==> config.mk <==
export PLATFORM = sky130hd
export DESIGN_NAME = vec_lfsr
export DESIGN_NICKNAME = d
export VERILOG_FILES = /design/src/rtl/adder_verif_pkg.sv /design/src/rtl/vec_lfsr.sv
export SDC_FILE = /design/constraint.sdc
export NUM_CORES = 1
export LEC_CHECK = 0
export CORE_MARGIN = 5
export CORE_UTILIZATION = 25
export CTS_CLUSTER_SIZE = 10
export DETAILED_ROUTE_END_ITERATION = 12
export PLACE_DENSITY = 0.56
export SLEW_MARGIN = 40
export SYNTH_ARGS = -nofsm -noshare
export SYNTH_HDL_FRONTEND = slang
export SYNTH_SLANG_ARGS = --single-unit
==> constraint.sdc <==
create_clock -name clk -period 0.8 [get_ports clk]
set_input_delay 0.16 -clock clk [delete_from_list [all_inputs] [get_ports clk]]
set_output_delay 0.16 -clock clk [all_outputs]
set_load 0.02 [all_outputs]
==> src/rtl/adder_verif_pkg.sv <==
// Shared definitions for the adder sweep checker: FSM state encodings,
// stimulus mode encodings and the 33-bit stimulus LFSR polynomial.
package adder_verif_pkg;

    typedef enum logic [1:0] {
        ST_IDLE  = 2'b00,
        ST_RUN   = 2'b01,
        ST_DRAIN = 2'b10,
        ST_DONE  = 2'b11
    } state_e;

    typedef enum logic {
        MODE_SWEEP = 1'b0,
        MODE_LFSR  = 1'b1
    } mode_e;

    // x^33 + x^20 + 1, Fibonacci form: taps on bit 32 and bit 19.
    // Matches the stimulus vector width 2*16+1.
    localparam logic [32:0] LFSR33_TAPS = 33'h1_0008_0000;

endpackage

==> src/rtl/vec_lfsr.sv <==
// Fibonacci LFSR producing the pseudo-random stimulus vector.
// Shifts towards the MSB; the parity of the tapped bits enters at bit 0.
module vec_lfsr
    import adder_verif_pkg::*;
#(
    parameter int             VW   = 33,
    parameter logic [VW-1:0]  TAPS = VW'(LFSR33_TAPS)
) (
    input  logic          clk,
    input  logic          rst,
    input  logic          load,
    input  logic [VW-1:0] seed,
    input  logic          step,
    output logic [VW-1:0] q
);

    logic [VW-1:0] q_q;
    logic          fb;

    assign fb = ^(q_q & TAPS);
    assign q  = q_q;

    // Load has priority over step so a start can re-seed at any time.
    always_ff @(posedge clk) begin
        if (rst) begin
            q_q <= '0;
        end else if (load) begin
            q_q <= seed;
        end else if (step) begin
            q_q <= {q_q[VW-2:0], fb};
        end
    end

endmodule

==> metrics.md <==
| Metric | Value |
|---|---|
| Post-DP HPWL | ~3.3 mm |
| Syn nets | approximately 190 |
| Setup Total Neg Slack | -3.933 ns |
| Startpoint types | register |
| Reg clk slew, reported paths | approximately 0.070 ns |
| Reg2reg end | q[0]$_SDFFE_PP0P_ |
| Top post-synthesis cells by count | dfxtp_1, nor2b_1, mux2i_1, a211oi_1, clkbuf_1 |
| Synth Instances | 150 |
| # IOs | 70 |
| Detailed-route DRC error count | 0 |
| Clk Latency, worst-skew pair | ~0.28 ns |
| CTS tree | yes |
| Final antenna diode count | 0 |
| Layout net count | just under 300 |
| Endpoints failing setup | 42 |
| Crit path time final | between 0.9 and 1 ns |
| RSZ-0062 raised after global routing | yes |
| Layout area overhead | 83.92% |
| Outcome | complete, but fails checks |
| Final ANT Viol Nets | 0 |
| # Max-Cap Violations | 0 |
| Synth warn | 0 |
| Final GP Congestion | 0.7109 |
| Max Buffers Root-to-Sink | 2 |
| First-pass GRT wire length | 7.327 mm |
| Vias | roughly 1400 |
| Synth cell types | 14 |
| Pin count of the biggest net entering global routing | 23 |
| Synth top area share | around 41% |
| Setup crit end | q[0]$_SDFFE_PP0P_ |
| Setup ws final | -0.1921 ns |
| Antenna violations before repair | 0 |
| Final Cycle Share | 124.0% |
| Cell Area, Synth | 0.001595 sq mm |
| Register area | 700.7 sq um |
| Post-synth EDFFs | 0 |
| Top FF cell, synth | dfxtp_1 |
| Pwr/cell area | 1529 mW/mm^2 |
| First-pass DRT Iterations | 3 |
| Largest area contributor in the netlist | dfxtp_1 |
| LEAKAGE | about 0.0012 uW |
| Core Box Area | 0.006277 sq mm |
| DR vias/cell | 4.315 |
| Clock root cell | clkbuf_8 |
| Synth Area per Inst | 10.64 sq um |
| Final Hold Viols | 0 |
| Multi-input gate area | ~870 sq um |
| Skew final | around 0.0066 ns |
| Worst endpoint required time | slightly below 1 ns |
| Dominant cells by area after synthesis | dfxtp_1, mux2i_1, a211oi_1 |
| Setup CP Type | reg -> reg |
| Slew margin rel. | between 80 and 90% |
| Gr usage total | 10.94% |
| Die area | 0.008078 sq mm |
| Inserted Clock Buffers | 5 |
| Chip Width | around 90 um |
| Highest clock rate | 1008 MHz |
| Ys async rst share | 0% |
| Drt total wl | 4.451 mm |
| Highest ir drop seen on vdd | a little under 900 uV |
| Part of the Yosys area used for sequential elements | between 40% and 50% |
| Max reg flops | 33 |
| Vias in the first global route | 1521 |
| Rows | 29 |
| Worst EP arrival | around 1.2 ns |
| H-tree Lvls | 2 |
| Crit. End Element | register |
| Iter 0 DRT Violations | 23 |
| Grt total ovfl | 0 |
| Initial core utilization | between 20% and 30% |
| PortBufs | 69 |
| Placement Cell Area | around 0.0026 sq mm |
| Clock sink total | 33 |
| Hold Crit Class | in -> reg |
| Critical R2R Launch | q[32]$_SDFFE_PP0P_ |
| Finished Cell Area | ~0.003 sq mm |
| Pins Over Slew Limit | 0 |
| WL per Instance | approximately 13 um |
| Violations in the final reports | setup timing |
| Worst-path maximum fanout | 2 |
| Filler cells | between 600 and 700 |
| Die Y-Extent | 89.88 um |
| Ratio of cells with drive above 1 in the final layout | slightly above 50% |
| Number of synthesized register bits | 33 |
| CP Launch Point | q[32]$_SDFFE_PP0P_ |
| Worst-Margin Slew | about 0.25 ns |
| R2R setup slack | -0.19 ns |
| FF-to-FF path depth | 3 |
-- area by class of cell --
type,count,area share (%)
timing repair buffer,113,40.26
multi-input combinational,101,29.51
clock inverter,3,0.5970
clock buffer,5,2.345
tap,77,3.284
inverter,1,0.1279
sequential,33,23.88
-- power breakdown --
group / internal [uW] / total, uW / switching (uW)
registers: 1790 / 1900 / 103
clock network: 601 / 1260 / 655
logic: 810 / 1330 / 523
total: 3200 / 4480 / 1280
-- repair_timing --
item / in CTS / in global routing
resized for setup: 230 / 22
cloned: 0 / 0
pin swaps: 27 / 7
hold buffers: 0 / 0
buffers inserted: 1 / 0
setup endpoints to repair: 66 / 66
-- worst max-delay path, stage by stage (launching register included) --
cell,delay [ns]
dfxtp_2,0.33
buf_6,0.11
xor2_1,0.14
a221o_1,0.30
-- cells by family after synthesis --
logic type	after synthesis	share of synthesized area (%)
simple gates	35	13.96
buf+inv	16	7.686
flops	33	41.41
xor+xnor	1	0.5491
mux	32	20.08
compound gates	33	16.31
-- metal layers --
metal	track usage [%]	wire length [um]	up-vias
li1	-	-	752
met1	13.13	1960	641
met2	18.23	2190	39
met3	3.422	244	5
met4	4.094	56	0
met5	0	0	-
-- through the flow --
step | power (uW) | hold WS, ns | instances | util [%] | setup WS (ns)
after floorplan | 2443 | 0.2987 | 150 | - | -0.1209
after global placement | 3108 | 0.5750 | 324 | 42.04 | -0.6273
after detailed placement | 3108 | 0.5753 | 324 | 42.04 | -0.6441
after CTS | 4491 | 0.4013 | 333 | 45.27 | -0.1960
after global routing | 4743 | 0.4362 | 333 | 46.74 | -0.2262
final | 4485 | 0.4071 | 333 | 46.74 | -0.1921
-- worst min-delay path by stage --
stage,start,endpoint,slack [ns],depth (start not counted)
2_1_floorplan,seed[0],q[0]$_SDFFE_PP0P_,0.30,1
3_3_place_gp,q[6]$_SDFFE_PP0P_,q[7]$_SDFFE_PP0P_,0.58,2
3_5_place_dp,q[6]$_SDFFE_PP0P_,q[6]$_SDFFE_PP0P_,0.58,2
4_1_cts,step,q[0]$_SDFFE_PP0P_,0.40,3
5_1_grt,step,q[0]$_SDFFE_PP0P_,0.44,3
6_report,step,q[0]$_SDFFE_PP0P_,0.41,3
-- layout by cell type, fill, tap and decap left out --
cell type,instances
a211oi_1,24
a211oi_2,8
a221o_1,1
buf_12,3
buf_2,1
buf_4,19
buf_6,54
buf_8,1
clkbuf_8,5
clkdlybuf4s15_2,1
clkdlybuf4s50_1,33
clkinv_2,2
clkinvlp_4,1
dfxtp_1,1
dfxtp_2,32
dlygate4sd2_1,1
inv_2,1
mux2i_1,28
mux2i_2,3
mux2i_4,1
nor2b_1,33
nor3b_1,1
nor4b_1,1
xor2_1,1
No activity file was read; power rests on OpenSTA's default activity.
